[src/rtl/regfile_seq.sv]
// Command sequencer for the RegFile control side: one command in, 1-3 cycles of RegFile control, one response out.
// Optional build macro REGFILE_SEQ_READBACK_EN adds a VERIFY cycle that returns the post-write register value.
module regfile_seq #(
    parameter int N = 8
) (
    input  logic         CLK,
    input  logic         RST_N,
    input  logic         cmd_valid,
    output logic         cmd_ready,
    input  logic [2:0]   cmd_op,
    input  logic [1:0]   cmd_dst,
    input  logic [1:0]   cmd_src,
    input  logic [N-1:0] cmd_imm,
    output logic         rsp_valid,
    input  logic         rsp_ready,
    output logic [N-1:0] rsp_data,
    output logic         rsp_err,
    output logic [1:0]   rf_funsel,
    output logic [3:0]   rf_regsel,
    output logic [1:0]   rf_outasel,
    output logic [1:0]   rf_outbsel,
    output logic [N-1:0] rf_i,
    input  logic [N-1:0] rf_outa,
    input  logic [N-1:0] rf_outb,
    output logic [7:0]   done_cnt,
    output logic [2:0]   dbg_state
);

    localparam logic [2:0] OP_CLR  = 3'b000;
    localparam logic [2:0] OP_LDI  = 3'b001;
    localparam logic [2:0] OP_DEC  = 3'b010;
    localparam logic [2:0] OP_INC  = 3'b011;
    localparam logic [2:0] OP_READ = 3'b100;
    localparam logic [2:0] OP_MOVE = 3'b101;

    typedef enum logic [2:0] {
        S_IDLE  = 3'd0,
        S_EXEC  = 3'd1,
        S_READ  = 3'd2,
        S_WRITE = 3'd3,
`ifdef REGFILE_SEQ_READBACK_EN
        S_VERIFY = 3'd4,
`endif
        S_RESP  = 3'd5
    } state_t;

    state_t         state;
    logic [2:0]     op_q;
    logic [1:0]     dst_q;
    logic [N-1:0]   data_q;

    assign dbg_state = state;

    // Active-low one-cold write enable for register idx.
    function automatic logic [3:0] sel_of(input logic [1:0] idx);
        return ~(4'b0001 << idx);
    endfunction

    // Handshakes: a transfer happens on a rising edge where valid && ready are both high.
    // cmd_ready is high only in IDLE; rsp_valid/rsp_data/rsp_err stay frozen until rsp_ready.
    always_ff @(posedge CLK or negedge RST_N) begin
        if (!RST_N) begin
            state      <= S_IDLE;
            cmd_ready  <= 1'b1;
            rsp_valid  <= 1'b0;
            rsp_data   <= '0;
            rsp_err    <= 1'b0;
            rf_funsel  <= 2'b00;
            rf_regsel  <= 4'b1111;
            rf_outasel <= 2'b00;
            rf_outbsel <= 2'b00;
            rf_i       <= '0;
            done_cnt   <= 8'd0;
            op_q       <= 3'b000;
            dst_q      <= 2'b00;
            data_q     <= '0;
        end else begin
            case (state)
                S_IDLE: begin
                    rf_regsel <= 4'b1111;
                    if (cmd_valid && cmd_ready) begin
                        op_q      <= cmd_op;
                        dst_q     <= cmd_dst;
                        cmd_ready <= 1'b0;
                        case (cmd_op)
                            OP_CLR, OP_LDI, OP_DEC, OP_INC: begin
                                state     <= S_EXEC;
                                rf_regsel <= sel_of(cmd_dst);
                                rf_funsel <= cmd_op[1:0];
                                rf_i      <= (cmd_op == OP_LDI) ? cmd_imm : '0;
                            end
                            OP_READ, OP_MOVE: begin
                                state      <= S_READ;
                                rf_outasel <= cmd_src;
                            end
                            default: begin
                                state     <= S_RESP;
                                rsp_valid <= 1'b1;
                                rsp_err   <= 1'b1;
                                rsp_data  <= '0;
                            end
                        endcase
                    end
                end
                S_EXEC: begin
                    rf_regsel <= 4'b1111;
`ifdef REGFILE_SEQ_READBACK_EN
                    state      <= S_VERIFY;
                    rf_outbsel <= dst_q;
`else
                    state     <= S_RESP;
                    rsp_valid <= 1'b1;
                    rsp_data  <= '0;
`endif
                end
                S_READ: begin
                    data_q <= rf_outa;
                    if (op_q == OP_MOVE) begin
                        state     <= S_WRITE;
                        rf_regsel <= sel_of(dst_q);
                        rf_funsel <= 2'b01;
                        rf_i      <= rf_outa;
                    end else begin
                        state     <= S_RESP;
                        rsp_valid <= 1'b1;
                        rsp_data  <= rf_outa;
                    end
                end
                S_WRITE: begin
                    rf_regsel <= 4'b1111;
`ifdef REGFILE_SEQ_READBACK_EN
                    state      <= S_VERIFY;
                    rf_outbsel <= dst_q;
`else
                    state     <= S_RESP;
                    rsp_valid <= 1'b1;
                    rsp_data  <= data_q;
`endif
                end
`ifdef REGFILE_SEQ_READBACK_EN
                S_VERIFY: begin
                    state     <= S_RESP;
                    rsp_valid <= 1'b1;
                    rsp_data  <= rf_outb;
                end
`endif
                S_RESP: begin
                    if (rsp_ready) begin
                        state     <= S_IDLE;
                        cmd_ready <= 1'b1;
                        rsp_valid <= 1'b0;
                        rsp_err   <= 1'b0;
                        done_cnt  <= done_cnt + 8'd1;
                    end
                end
                default: begin
                    state     <= S_IDLE;
                    cmd_ready <= 1'b1;
                    rsp_valid <= 1'b0;
                    rf_regsel <= 4'b1111;
                end
            endcase
        end
    end

endmodule

[config.mk]
export PLATFORM = sky130hd
export DESIGN_NAME = regfile_seq
export DESIGN_NICKNAME = d
export VERILOG_FILES = /design/src/rtl/regfile_seq.sv
export SDC_FILE = /design/constraint.sdc
export NUM_CORES = 1
export LEC_CHECK = 0
export ABC_AREA = 1
export CAP_MARGIN = 20
export CORE_AREA = 2 2 78 80
export DETAILED_ROUTE_END_ITERATION = 12
export DIE_AREA = 0 0 80 82
export MAX_ROUTING_LAYER = met4
export PLACE_DENSITY = 0.76
export SLEW_MARGIN = 20
export SYNTH_ARGS = -nofsm -noshare
export SYNTH_HDL_FRONTEND = slang
export SYNTH_SLANG_ARGS = --single-unit
[constraint.sdc]
create_clock -name CLK -period 1.8 [get_ports CLK]
set_input_delay 0.45 -clock CLK [delete_from_list [all_inputs] [get_ports CLK]]
set_output_delay 0.45 -clock CLK [all_outputs]
set_load 0.02 [all_outputs]
==> summary.md, run 1 <==
| Metric | Value |
|---|---|
| CTS tree | built |
| Die width | 80 um |
| Die Ht | 82 um |
| DP Wirelength | 4687 um |
| Seq/Total Area, Yosys | 50.97% |
| Final WS setup | 0.05690 ns |
| Layout fillers | 550 |
| Post-Route WL | 6045 um |
| Share of cells above drive strength 1 | 11.41% |
| Post-synthesis simple-gate area fraction | 38.54% |
| Grt ovf | 0 |
| H-tree Lvls | 2 |
| Synth-to-layout area growth | 35.90% |
| DR vias/cell | 4.872 |
| CTS Buf Count | 5 |
| Hold buffer count at cts | 0 |
| Rows | 28 |
| Top post-synthesis cells by area | dfrtp_1 (46%), nand2_1 (22%), nand3_1 (6.4%), dfstp_2 (5.2%), inv_1 (3.0%) |
| Compound-Gate Fraction of Synth Area | 2.735% |
| Fmax | 0.5737 GHz |
| Final worst path period share | 96.84% |
| Starting Density | 43.79% |
| Clock Latency Late Sink | 0.31 ns |
| Final antenna-violating net count | 0 |
| Die area | 0.006560 mm^2 |
| Lkg Pwr | 1.849 nW |
| Post-route cell area | 0.003420 mm^2 |
| I/O pin count | 75 |
| Kind of critical path | reg2out |
| Setup WS pre-CTS | -0.02317 ns |
| DRC | 0 |
| Seq cells post-synth | 51 |
| Clk sink count | 51 |
| Pwr per Cell Area | 1520 mW/mm^2 |
| Setup-failing EPs final | 0 |
| CP delay by family, top | buffers and inverters |
| TritonRoute pass-1 iters | 4 |
| Final hold vios | 0 |
| Gr usage total | 20.09% |
| Yosys top cell by area | dfrtp_1 |
| Count of different cell masters after synthesis | 23 |
| ANT cells | 0 |
| VDD IR max | 0.7079 mV |
| Xor and xnor area share after synthesis | 1.740% |
| Iteration-0 DRC Markers | 136 |
| CP Cell Sequence | clkdlybuf4s50_1 |
| Unrepaired setup endpoints after global routing | no |
| Register Area | 0.001282 mm^2 |
| Core footprint | 0.005746 mm^2 |
| Min Hold Slack | 0.08285 ns |
| Input/output buffers | 64 |
| Outcome | finished, final reports clean |
| CTS Root Cell | clkbuf_8 |
| Min Tclk post-route | 1.743 ns |
| Clk_skew | 0.007774 ns |
| Mapped Area | 0.002516 mm^2 |
| Fin util | 59.52% |
| CTS max path bufs | 2 |
| Reg clk slew, reported paths | 0.10 ns |
| Mapped Avg Cell Area | 7.790 um^2 |
| Max Cap Viol | 0 |
| First-pass GRT wire length | 10,070 um |
| Crit path largest cell delay | 0.61 ns |
| CP arrival | 1.29 ns |
| Buf/Inv on CP | 1 |
| Top-area cell type share of the netlist area | 45.75% |
| Wire per inst | 12.65 um |
| Mapped Cells | 323 |
| Adder-Cell Fraction of Synth Area | 0.4973% |
| Layout Nets | 438 |
| Vias in the first global route | 2,245 |
| CP max stage cell | clkdlybuf4s50_1 |
| GPL Wtd Cong | 0.8225 |
| Largest net degree at the start of global routing | 22 |
| Vias | 2,329 |
| Tightest Hold Check Type | in2async |
| Worst Path Max Fanout | 2 |
| Startpoint Class | flip-flop |
| Placed cell area | 0.003306 mm^2 |
| Multi-input logic area | 0.001102 mm^2 |
| Worst endpoint required time | 1.35 ns |
| Crit end category | output pin |
| Post-route setup TNS | 0 ns |
| Mux contribution to synthesized area | 0% |
| YS warnings | 2 |
| Largest family of logic cells by synthesized area | simple AND/OR/NAND/NOR gates |
| Initial antenna violation count | 0 |
| Max Slew Vio Count | 0 |
==> kinds of logic after synthesis <==
logic type / Yosys count
and+or+nand+nor: 222
other: 1
DFF: 51
adders and majority gates: 1
buffers and inverters: 30
xor gates and xnor gates: 5
AOI/OAI and AO/OA: 13
==> final timing paths <==
path	from	to	slack [ns]	cells past startpoint
max in group asynchronous	RST_N	rsp_valid$_DFFE_PN0P_	1.10	2
max reg2reg	dbg_state[0]$_DFFE_PN0P_	rf_funsel[1]$_DFFE_PN0P_	0.24	10
max	rf_i[6]$_DFFE_PN0P_	rf_i[6]	0.06	1
min in group CLK	rf_regsel[3]$_DFFE_PN1P_	rf_regsel[3]$_DFFE_PN1P_	0.48	2
min reg2reg	rf_regsel[3]$_DFFE_PN1P_	rf_regsel[3]$_DFFE_PN1P_	0.48	2
min	RST_N	op_q[1]$_DFFE_PN0P_	0.08	1
==> cell type report <==
class,instances,share of cell area [%]
flip-flops and latches,51,37.50
multi-input cells,243,32.24
repair buffers,78,21.62
well taps,75,2.744
inverters,23,2.525
clock buffers,5,2.012
clock inverters,3,1.354
==> repair_timing <==
action,CTS,global route
endpoints found under the setup margin,11,5
setup buffers,0,0
gates resized for setup,11,5
==> registers in the layout (all words and copies together) (netlist names) <==
signal,count
rsp_data,8
op_q,3
dbg_state,3
rf_regsel,4
rf_outasel,2
done_cnt,8
rf_i,8
dst_q,2
data_q,8
cmd_ready,1
rsp_err,1
rsp_valid,1
rf_funsel,2
==> Yosys cell counts <==
cell type and n:
nand3_1 32, nand2_4 2, a21oi_1 2, buf_6 1, o21ai_2 1, buf_4 3, conb_1 1, nor2_2 4
inv_1 20, nand2_2 3, buf_2 3, ha_1 1, nand2_1 146, inv_2 3, o21ai_0 10, dfstp_2 5
nor2_1 18, xor2_1 2, xnor2_1 3, nor2_4 5, nor3_1 3, dfrtp_1 46, nand4_1 9
==> per-stage QoR <==
stage          power, W  cells
2_1_floorplan  0.003425    324
5_1_grt        0.005595    478
6_report       0.005196    478
3_3_place_gp   0.004396    470
4_1_cts        0.005240    478
3_5_place_dp   0.004484    470
==> power breakdown <==
group | internal (W) | switching [W]
Clock | 0.000419 | 0.000402
Combinational | 0.000960 | 0.00147
Sequential | 0.00162 | 0.000325
Total | 0.00300 | 0.00220
==> metal layers <==
metal	GRT usage [%]	routed length (um)	vias up
li1	-	-	1171
met1	25.62	2711	1092
met2	33.75	3035	59
met3	2.418	241	7
met4	6.271	57	0
met5	-	0	-
==> cell usage in the layout (no fill, tap or decap) <==
cell type,n
nor2_4,5
inv_1,20
clkbuf_8,5
buf_4,14
dlygate4sd2_1,11
nand2_2,3
buf_2,1
xnor2_1,3
nand4_1,9
nor3_1,3
conb_1,2
dfrtp_1,46
inv_2,3
bufinv_16,1
a21oi_1,2
dfstp_2,5
inv_6,1
nor2_2,4
o21ai_2,1
o21ai_0,10
nand3_1,32
dlymetal6s2s_1,5
ha_1,1
clkinvlp_4,1
clkdlybuf4s50_1,47
nand2_1,146
xor2_1,2
nor2_1,18
nand2_4,2
Note: power is estimated with default switching activity, not from simulation.
==> run 2: changes to the inputs <==
SETUP_SLACK_MARGIN = 0.02   (was default)
==> summary.md, run 2 (synthesis gave the netlist of run 1 again) <==
| Metric | Value |
|---|---|
| Total Power | 0.005173 W (was 0.005196 W) |
| Post-CTS Setup Bufs | 0 (unchanged) |
| ANT cells | 0 (unchanged) |
| Worst endpoint required time | 1.35 ns (about the same) |
| Crit path largest cell delay | 0.61 ns (about the same) |
| Die Ht | 82 um (unchanged) |
| Setup WS pre-CTS | -0.02317 ns (unchanged) |
| Pwr per Cell Area | 1513 mW/mm^2 (was 1520 mW/mm^2) |
| DRC | 0 (unchanged) |
| CP max stage cell | clkdlybuf4s50_1 (unchanged) |
| Seq pwr share | 37.6% (was 37.5%) |
| DP Wirelength | 4687 um (unchanged) |
| Unrepaired setup endpoints after global routing | no (unchanged) |
| Post-Route WL | 6047 um (was 6045 um) |
| DR vias/cell | 4.897 (was 4.872) |
| Kind of critical path | reg2out (unchanged) |
| Critical Path End | rsp_data[3] (was rf_i[6]) |
| CP arrival | 1.29 ns (about the same) |
| Internal cell power | 0.002988 W (was 0.003001 W) |
| Grt ovf | 0 (unchanged) |
| Fmax | 0.5751 GHz (was 0.5737 GHz) |
| Clk sink count | 51 (unchanged) |
| Final worst path period share | 96.61% (was 96.84%) |
| Min Tclk post-route | 1.739 ns (was 1.743 ns) |
| R2R depth | 10 (unchanged) |
| CTS Root Cell | clkbuf_8 (unchanged) |
| Outcome | finished, final reports clean (unchanged) |
| TritonRoute pass-1 iters | 4 (unchanged) |
| H-tree Lvls | 2 (unchanged) |
| Vias | 2,341 (was 2,329) |
| Iteration-0 DRC Markers | 126 (was 136) |
| Die width | 80 um (unchanged) |
| CP delay by family, top | buffers and inverters (unchanged) |
| RR Endpoint | rf_funsel[1]$_DFFE_PN0P_ (unchanged) |
| Lkg Pwr | 1.877 nW (was 1.849 nW) |
| CP startpoint | rsp_data[3]$_DFFE_PN0P_ (was rf_i[6]$_DFFE_PN0P_) |
| GPL Wtd Cong | 0.8225 (unchanged) |
| Max Slew Vio Count | 0 (unchanged) |
| Post-route setup TNS | 0 ns (unchanged) |
| Synth-to-layout area growth | 35.85% (was 35.90%) |
| I/O pin count | 75 (unchanged) |
| Final hold vios | 0 (unchanged) |
| Max Cap Viol | 0 (unchanged) |
| First-pass GRT wire length | 10,070 um (unchanged) |
| Crit end category | output pin (unchanged) |
| Largest net degree at the start of global routing | 22 (unchanged) |
| Input/output buffers | 64 (unchanged) |
| Highest-count cells in the layout ignoring fill and taps | nand2_1 (146), dfrtp_1 (46), clkdlybuf4s50_1 (43) (was nand2_1 (146), clkdlybuf4s50_1 (47), dfrtp_1 (46)) |
| Switching part of the total | 42.25% (was 42.24%) |
| Commonest non-fill, non-tap cell in the layout | nand2_1 (unchanged) |
| Fin util | 59.49% (was 59.52%) |
| Clock network fraction of total power | 15.8% (about the same) |
| Worst Path Max Fanout | 2 (unchanged) |
| VDD IR max | 0.7037 mV (was 0.7079 mV) |
| Rows | 28 (unchanged) |
| Reg clk slew, reported paths | 0.10 ns (about the same) |
| Combinational share of power | 46.6% (was 46.7%) |
| Setup-failing EPs final | 0 (unchanged) |
| CTS Buf Count | 5 (unchanged) |
| Final WS setup | 0.06105 ns (was 0.05690 ns) |
| Share of cells above drive strength 1 | 11.41% (unchanged) |
| CP Cell Sequence | clkdlybuf4s50_1 (unchanged) |
| Vias in the first global route | 2,245 (unchanged) |
| Wire per inst | 12.65 um (about the same) |
| Layout Nets | 438 (unchanged) |
| Core footprint | 0.005746 mm^2 (unchanged) |
| Buf/Inv on CP | 1 (unchanged) |
| Tightest Hold Check Type | in2async (unchanged) |
| CTS tree | built (unchanged) |
| Initial antenna violation count | 0 (unchanged) |
| Die area | 0.006560 mm^2 (unchanged) |
| Startpoint Class | flip-flop (unchanged) |
| Layout fillers | 553 (was 550) |
| Final antenna-violating net count | 0 (unchanged) |
| CTS max path bufs | 2 (unchanged) |
| Net Sw Power | 0.002186 W (was 0.002195 W) |
| Reg2reg start | dbg_state[0]$_DFFE_PN0P_ (unchanged) |
| Clk_skew | 0.008423 ns (was 0.007774 ns) |
| Gr usage total | 20.09% (unchanged) |
| Clock Latency Late Sink | 0.31 ns (about the same) |
| CP Depth | 1 (unchanged) |
| Reg2reg setup slack | 0.25 ns (was 0.24 ns) |
| Starting Density | 43.79% (unchanged) |
[run 2: cell count changes in the layout (fill, tap and decap cells not counted), sizes merged]
| cell | previous run | this run |
|---|---|---|
| dlygate4sd2 | 11 | 14 |
| clkdlybuf4s50 | 47 | 43 |
| dlymetal6s2s | 5 | 6 |
[run 2: what timing repair did]
item / CTS / global route
endpoints found under the setup margin: 14 / 6
hold buffers: 0 / 0
gates resized for setup: 14 / 6
[run 2: worst min path at each step]
stage	to	depth (start not counted)
after global placement	op_q[2]$_DFFE_PN0P_	1
after global routing	done_cnt[3]$_DFFE_PN0P_	1
after CTS	op_q[2]$_DFFE_PN0P_	1
after detailed placement	op_q[2]$_DFFE_PN0P_	1
final	op_q[1]$_DFFE_PN0P_	1
after floorplan	data_q[0]$_DFFE_PN0P_	0
[run 2: through the flow]
stage / instances / instance area, um^2 / hold slack [ns]
detailed placement: 470 / 3306 / 0.4330
CTS: 478 / 3403 / 0.09386
global placement: 470 / 3306 / 0.4257
floorplan: 324 / 2520 / 0.1544
finish: 478 / 3418 / 0.08473
global route: 478 / 3418 / 0.1119
[run 2: routing by layer]
| metal | routed length [um] | GRT usage [%] |
|---|---|---|
| met1 | 2626 | 25.62 |
| met2 | 3064 | 33.75 |
| met3 | 303 | 2.418 |
| met4 | 53 | 6.271 |
| met5 | 0 | - |
[run 2: final cells by class]
class                           instances  area, um^2  area share, %
Clock inverter                          3       46.29          1.354
Clock buffer                            5       68.82          2.013
Inverter                               23       86.33          2.526
Tap cell                               75       93.84          2.745
Multi-Input combinational cell        243        1102          32.25
Sequential cell                        51        1282          37.52
Timing Repair Buffer                   78       738.2          21.60
[run 2: power groups by stage]
stage / registers (W) / logic, W / clock network, W
after floorplan: 0.00229 / 0.00114 / 0
after global placement: 0.00195 / 0.00245 / 0
after detailed placement: 0.00197 / 0.00251 / 0
after CTS: 0.00195 / 0.00245 / 0.000836
after global routing: 0.00200 / 0.00269 / 0.000886
final: 0.00194 / 0.00241 / 0.000817
